`config.mk`:
```
export PLATFORM = sky130hd
export DESIGN_NAME = ukwd_reflector_flat
export DESIGN_NICKNAME = d
export VERILOG_FILES = /design/src/rtl/ukwd_reflector_pkg.sv /design/src/rtl/ukwd_reflector_if.sv /design/src/rtl/ukwd_reflector_pair_check.sv /design/src/rtl/ukwd_reflector.sv /design/src/flat_wrapper.sv
export SDC_FILE = /design/constraint.sdc
export NUM_CORES = 1
export LEC_CHECK = 0
export BUFFER_PORTS_ARGS = -buffer_cell sky130_fd_sc_hd__buf_2
export CAP_MARGIN = 20
export CORE_MARGIN = 3
export CORE_UTILIZATION = 55
export CTS_CLUSTER_DIAMETER = 50
export DETAILED_ROUTE_END_ITERATION = 10
export GPL_TIMING_DRIVEN = 0
export PLACE_DENSITY = 0.82
export SETUP_SLACK_MARGIN = 0.2
export SKIP_CTS_REPAIR_TIMING = 1
export SYNTH_ARGS = -nofsm -noshare
export SYNTH_HDL_FRONTEND = slang
export SYNTH_HIERARCHICAL = 1
export SYNTH_SLANG_ARGS = --single-unit
```
`constraint.sdc`:
```
create_clock -name clk -period 3.3 [get_ports clk]
set_input_delay 0.33 -clock clk [delete_from_list [all_inputs] [get_ports clk]]
set_output_delay 0.33 -clock clk [all_outputs]
set_load 0.005 [all_outputs]
```
`src/rtl/ukwd_reflector_pkg.sv`:
```
// Shared types and constants for the ENIGMA551 UKW-D rewirable reflector.
package enigma_pkg;

    localparam int unsigned LW          = 5;
    localparam int unsigned NUM_LETTERS = 26;
    localparam int unsigned NUM_PAIRS   = 13;

    typedef logic [LW-1:0] letter_t;
    typedef logic [NUM_LETTERS-1:0][LW-1:0] table_t;
    typedef logic [1:0] err_t;

    localparam letter_t LAST_LETTER = letter_t'(NUM_LETTERS - 1);

    localparam err_t ERR_NONE   = 2'd0;
    localparam err_t ERR_SELF   = 2'd1;
    localparam err_t ERR_RANGE  = 2'd2;
    localparam err_t ERR_REUSED = 2'd3;

    // UKW-B wiring, entry 25 leftmost down to entry 0 rightmost
    localparam table_t UKW_B = {
        5'd19, 5'd0,  5'd9,  5'd21, 5'd22, 5'd2,  5'd25, 5'd5,  5'd1,
        5'd4,  5'd8,  5'd12, 5'd10, 5'd14, 5'd6,  5'd13, 5'd23, 5'd15,
        5'd3,  5'd11, 5'd18, 5'd16, 5'd7,  5'd20, 5'd17, 5'd24
    };

    typedef enum logic [1:0] {
        ST_IDLE,
        ST_LOAD,
        ST_COMMIT,
        ST_ERROR
    } load_state_t;

endpackage

```
`src/rtl/ukwd_reflector_if.sv`:
```
// Pair-loading valid/ready channel into the UKW-D reflector.
interface ukwd_reflector_if;
    import enigma_pkg::*;

    logic    pair_valid;
    logic    pair_ready;
    letter_t pair_a;
    letter_t pair_b;

    modport master (output pair_valid, output pair_a, output pair_b, input pair_ready);
    modport slave  (input pair_valid, input pair_a, input pair_b, output pair_ready);
endinterface

```
`src/rtl/ukwd_reflector_pair_check.sv`:
```
// Combinational legality check of one letter pair against the used-letter bitmap.
module ukwd_pair_check
    import enigma_pkg::*;
(
    input  letter_t                pair_a,
    input  letter_t                pair_b,
    input  logic [NUM_LETTERS-1:0] used,
    output logic                   legal,
    output err_t                   err_code
);

    // Range is tested first so the bitmap is never indexed out of bounds
    always_comb begin
        err_code = ERR_NONE;
        if (pair_a > LAST_LETTER || pair_b > LAST_LETTER) begin
            err_code = ERR_RANGE;
        end else if (pair_a == pair_b) begin
            err_code = ERR_SELF;
        end else if (used[pair_a] || used[pair_b]) begin
            err_code = ERR_REUSED;
        end
        legal = (err_code == ERR_NONE);
    end

endmodule

```
`src/rtl/ukwd_reflector.sv`:
```
// UKW-D field-rewirable reflector: pair loader into a shadow table, atomic commit.
// Optional REFLECTOR_READBACK_EN adds a registered active-table readback port.
module ukwd_reflector
    import enigma_pkg::*;
(
    input  logic   clk,
    input  logic   rst,
    input  logic   load_start,
    ukwd_reflector_if.slave pair_if,
    output logic   load_busy,
    output logic   load_done,
    output err_t   load_err,
    input  letter_t lookup_in,
    output letter_t lookup_out
`ifdef REFLECTOR_READBACK_EN
    ,
    input  letter_t rd_idx,
    output letter_t rd_data
`endif
);

    localparam logic [3:0] CNT_LAST = 4'(NUM_PAIRS - 1);
    localparam logic [3:0] CNT_FULL = 4'(NUM_PAIRS);

    load_state_t            state, state_nxt;
    table_t                 active, shadow;
    logic [NUM_LETTERS-1:0] used;
    logic [3:0]             pair_cnt;
    logic                   chk_legal;
    err_t                   chk_err;
    logic                   accept;
    logic                   restart;

    ukwd_pair_check u_check (
        .pair_a   (pair_if.pair_a),
        .pair_b   (pair_if.pair_b),
        .used     (used),
        .legal    (chk_legal),
        .err_code (chk_err)
    );

    // A restart in LOAD takes priority over a pair presented in the same cycle
    assign restart            = load_start && (state != ST_COMMIT);
    assign pair_if.pair_ready = (state == ST_LOAD) && !load_start;
    assign accept             = pair_if.pair_valid && pair_if.pair_ready;
    assign load_busy          = (state == ST_LOAD);
    assign load_done          = (state == ST_COMMIT);
    assign lookup_out         = (lookup_in <= LAST_LETTER) ? active[lookup_in] : lookup_in;

    always_comb begin
        state_nxt = state;
        unique case (state)
            ST_IDLE:   if (load_start) state_nxt = ST_LOAD;
            ST_LOAD: begin
                if (accept) begin
                    if (!chk_legal)                 state_nxt = ST_ERROR;
                    else if (pair_cnt == CNT_LAST)  state_nxt = ST_COMMIT;
                end
            end
            ST_COMMIT: state_nxt = ST_IDLE;
            ST_ERROR:  if (load_start) state_nxt = ST_LOAD;
            default:   state_nxt = ST_IDLE;
        endcase
    end

    always_ff @(posedge clk) begin
        if (rst) begin
            state    <= ST_IDLE;
            active   <= UKW_B;
            shadow   <= '0;
            used     <= '0;
            pair_cnt <= '0;
            load_err <= ERR_NONE;
        end else begin
            state <= state_nxt;
            if (restart) begin
                used     <= '0;
                pair_cnt <= '0;
                load_err <= ERR_NONE;
            end else if (accept) begin
                if (chk_legal) begin
                    shadow[pair_if.pair_a] <= pair_if.pair_b;
                    shadow[pair_if.pair_b] <= pair_if.pair_a;
                    used[pair_if.pair_a]   <= 1'b1;
                    used[pair_if.pair_b]   <= 1'b1;
                    if (pair_cnt != CNT_FULL) pair_cnt <= pair_cnt + 4'd1;
                end else begin
                    load_err <= chk_err;
                end
            end
            if (state == ST_COMMIT) active <= shadow;
        end
    end

`ifdef REFLECTOR_READBACK_EN
    always_ff @(posedge clk) begin
        if (rst) begin
            rd_data <= '0;
        end else begin
            rd_data <= (rd_idx <= LAST_LETTER) ? active[rd_idx] : '0;
        end
    end
`endif

endmodule

```
`src/flat_wrapper.sv`:
```
// flat-port wrapper written by rule: the top's interface ports become plain ports
module ukwd_reflector_flat import enigma_pkg::*;
  (clk, rst, load_start, load_busy, load_done, load_err, lookup_in, lookup_out, pair_if_pair_valid, pair_if_pair_a, pair_if_pair_b, pair_if_pair_ready);
  ukwd_reflector_if pair_if_i ();
  input  logic clk;
  input  logic rst;
  input  logic load_start;
  output logic load_busy;
  output logic load_done;
  output err_t load_err;
  input  letter_t lookup_in;
  output letter_t lookup_out;
  input wire logic [$bits(pair_if_i.pair_valid)-1:0] pair_if_pair_valid;
  input wire logic [$bits(pair_if_i.pair_a)-1:0] pair_if_pair_a;
  input wire logic [$bits(pair_if_i.pair_b)-1:0] pair_if_pair_b;
  output wire logic [$bits(pair_if_i.pair_ready)-1:0] pair_if_pair_ready;
  assign pair_if_i.pair_valid = pair_if_pair_valid;
  assign pair_if_i.pair_a = pair_if_pair_a;
  assign pair_if_i.pair_b = pair_if_pair_b;
  assign pair_if_pair_ready = pair_if_i.pair_ready;
  ukwd_reflector u_core (.clk(clk), .rst(rst), .load_start(load_start), .pair_if(pair_if_i), .load_busy(load_busy), .load_done(load_done), .load_err(load_err), .lookup_in(lookup_in), .lookup_out(lookup_out));
endmodule
```
==> impl_metrics.ini <==
[sta]
drv_slew = 0
finalSetupTns_ns = 0
hold_viol_final = 0
clock_skew_ns = 0.01906
setup_violations = 0
finalCritPeriodShare_pct = 92.42
max_freq_mhz = 327.9
relSlewSlack_pct = 31.51
rsz0062_at_grt = false
tightest_slew_ns = 1.027
fin_ws_ns = 0.2501
period_minus_slack_ns = 3.050

[synthesis]
syn-instance-count = 1613
synthFlopType = dfxtp_1
synth_seq_cells = 294
syn-num-nets = 1638
yosys_warnings = 6
synth.avg_cell_area_um2 = 8.966
yosysSeqAreaShare_pct = 40.70
synthDistinctLibCells = 69
yosysTopAreaCell = dfxtp_1
ys_top_cells_by_area = dfxtp_1 41%, mux2i_1 6.4%, nand3_1 6.3%
synth_edf_count = 0
syn_area_mm2 = 0.01446
synthDominantCellAreaShare_pct = 40.70
ys_async_sr_fraction_pct = 0

[critical_path]
critical_path.slowest_cell = mux4_2
cp_num_cells = 11
path_max_fanout = 10
crit_required_ns = 3.76
worstPathCellList = mux4_2 > o21ai_1 > o211ai_1 > nor3_1 > and3b_2 > and4b_1 > clkbuf_2 > clkbuf_4 > buf_2 > nand3_1 > a21oi_1
crit_type = flip-flop to flip-flop
cp-startpoint = u_core/used[11]$_SDFFE_PP0P_
arrival_ns = 3.51
worst_path_largest_cell_delay_ns = 0.46
r2r_end = u_core/shadow[5]$_SDFFE_PP0P_
r2r_setup_slack_ns = 0.25
critical_path.endpoint = u_core/shadow[5]$_SDFFE_PP0P_
reg2reg_from = u_core/used[11]$_SDFFE_PP0P_
critPathCaptureType = flip-flop
crit_buf_inv = 3
cp_top_family = simple AND/OR/NAND/NOR gates
r2r_cells = 11
cp-start-kind = flip-flop

[global_route]
grt_overflow_total = 0
grt.total_usage_pct = 37.01
grt_max_degree = 16
grt_pass1_wl_um = 80670
antenna_found_initial = 1
grt_pass1_vias = 13296

[cts]
clock-sinks = 294
tritoncts = yes
cts_buffers = 36
clk_path_buf_depth = 3
clock-root-buffer = clkbuf_16
clk_latency_ns = 0.54
clkTransAtPathRegs_ns = 0.06
htreeDepth = 2

[power]
cellPowerDensity_mw_per_mm2 = 569.7
p_leak_nw = 5.198
combPwrFrac_pct = 16.7
swShare_pct = 29.53
peakVddDrop_mv = 0.4097
p_int_mw = 6.486
pwr-share-seq_pct = 41.8
p_sw_mw = 2.717
p_clk_share_pct = 41.5

[routing]
drtIter0Drc = 1996
wl_per_cell_um = 26.24
vias = 13751
wl_um = 53240
first_pass_iters = 6
via_per_inst = 6.777
remaining_drc_errors = 0
ant_nets = 0

[cells_and_area]
diodes = 0
drive_above_1_share_pct = 12.07
nets = 1700
final_area_mm2 = 0.01615
synthToLayoutAreaGrowth_pct = 11.70

[placed_design]
dp_slack_ns = -0.3836
dp_hpwl_um = 39480
place_area_mm2 = 0.01499
gp_congestion = 1.055
portBuffers = 24

[floorplan]
rows = 58
die_width_um = 168.2
fp.dieArea_mm2 = 0.02827
start_util_pct = 56.61
io_pins = 29
core_mm2 = 0.02554
die_y_um = 168.2

[flow_run]
maxCapViolations = 0

[run_status]
status = finished, final reports clean

[worst_hold_path]
hold_class = input pin to flip-flop
[flip-flops by register name (all words and copies together) (netlist names)]
register and count:
u_core/pair_cnt 4, u_core/active 130, u_core/load_err 2, u_core/state 2, u_core/used 26, u_core/shadow 130
[final cells by class]
| cell class | count | area (µm²) |
|---|---|---|
| repair buffers | 24 | 120.1 |
| inverters | 9 | 33.78 |
| multi-input cells | 1128 | 7746 |
| clock buffers | 47 | 992.2 |
| flip-flops and latches | 294 | 5886 |
| plain buffers | 182 | 808.3 |
| fillers | 2137 | 9392 |
| clock inverters | 15 | 153.9 |
| well taps | 330 | 412.9 |
[logic make-up after synthesis]
logic type	count (synthesis)	share of synthesized area [%]
AND/OR/NAND/NOR	461	16.85
buffers and inverters	191	5.780
multiplexers	138	12.83
flip-flops	294	40.70
XOR/XNOR	8	0.4845
AO/OA/AOI/OAI	515	22.84
adder cells (fa/ha/maj)	6	0.5191
[power by group through the flow]
stage                     logic (mW)  registers [mW]  clock network [mW]
final                           1.54            3.85                3.82
after CTS                       1.50            3.84                3.82
after global routing            1.63            3.86                3.98
after floorplan                 1.06            3.87                   0
after detailed placement        1.48            3.91                   0
after global placement          1.45            3.90                   0
[placed cells by master, fill, tap and decap left out, types with 8 or more instances in the layout]
| master | netlist | final |
|---|---|---|
| a211o_1 | 59 | 59 |
| a21o_1 | 72 | 72 |
| a21oi_1 | 155 | 155 |
| a22o_1 | 19 | 19 |
| a22oi_1 | 25 | 25 |
| and2_1 | 33 | 33 |
| buf_2 | 50 | 72 |
| clkbuf_1 | 117 | 122 |
| clkbuf_16 | 0 | 36 |
| dfxtp_1 | 294 | 294 |
| mux2_2 | 8 | 8 |
| mux2i_1 | 92 | 92 |
| mux4_2 | 37 | 37 |
| nand2_1 | 21 | 21 |
| nand3_1 | 181 | 180 |
| nand4_1 | 8 | 8 |
| nand4b_1 | 8 | 8 |
| nor2_1 | 118 | 118 |
| nor2b_1 | 43 | 43 |
| o2111ai_1 | 17 | 17 |
| o21a_1 | 10 | 10 |
| o21ai_0 | 131 | 131 |
[worst min path at each step]
stage	startpoint	endpoint	slack (ns)	cells past startpoint
after global placement	u_core/active[95]$_SDFFE_PP1P_	u_core/active[95]$_SDFFE_PP1P_	0.44	1
final	pair_if_pair_valid	u_core/load_err[0]$_SDFFE_PP0P_	0.31	5
after detailed placement	u_core/active[110]$_SDFFE_PP1P_	u_core/active[110]$_SDFFE_PP1P_	0.45	1
after floorplan	u_core/shadow[12]$_SDFFE_PP0P_	u_core/active[12]$_SDFFE_PP1P_	0.43	1
after global routing	pair_if_pair_valid	u_core/load_err[1]$_SDFFE_PP0P_	0.36	5
after CTS	pair_if_pair_valid	u_core/load_err[1]$_SDFFE_PP0P_	0.29	5
[per-layer routing]
metal / vias to the layer above / part of all wire, % / track usage (%)
met5: - / 0.021 / 0
met4: 2 / 5.7 / 18.64
met3: 198 / 12 / 8.875
met2: 930 / 42 / 55.29
met1: 6585 / 40 / 50.29
li1: 6036 / - / -
[cells in the mapped netlist, types with 17 or more instances]
library cell  count
a22o_1           19
dfxtp_1         294
o2111ai_1        17
a21oi_1         155
mux4_2           37
buf_2            50
a211o_1          59
nor2_1          118
a21o_1           72
nor2b_1          43
mux2i_1          92
and2_1           33
nand3_1         181
nand2_1          21
o21ai_0         131
clkbuf_1        117
a22oi_1          25
[through the flow]
stage | utilization, % | instances | hold WS [ns] | power (mW)
5_1_grt | 63.23 | 2029 | 0.3620 | 9.460
2_1_floorplan | - | 1613 | 0.4327 | 4.929
6_report | 63.23 | 2029 | 0.3133 | 9.203
3_3_place_gp | 58.70 | 1967 | 0.4415 | 5.357
4_1_cts | 63.19 | 2029 | 0.2910 | 9.151
3_5_place_dp | 58.70 | 1967 | 0.4527 | 5.397
[worst register-to-register path, cell delays in order, from the launching register on]
cell and delay (ns):
dfxtp_1 0.31, mux4_2 0.46, o21ai_1 0.15, o211ai_1 0.18, nor3_1 0.24, and3b_2 0.28, and4b_1 0.19, clkbuf_2 0.21
clkbuf_4 0.33, buf_2 0.30, nand3_1 0.17, a21oi_1 0.15
(Power assumes the default switching activity.)
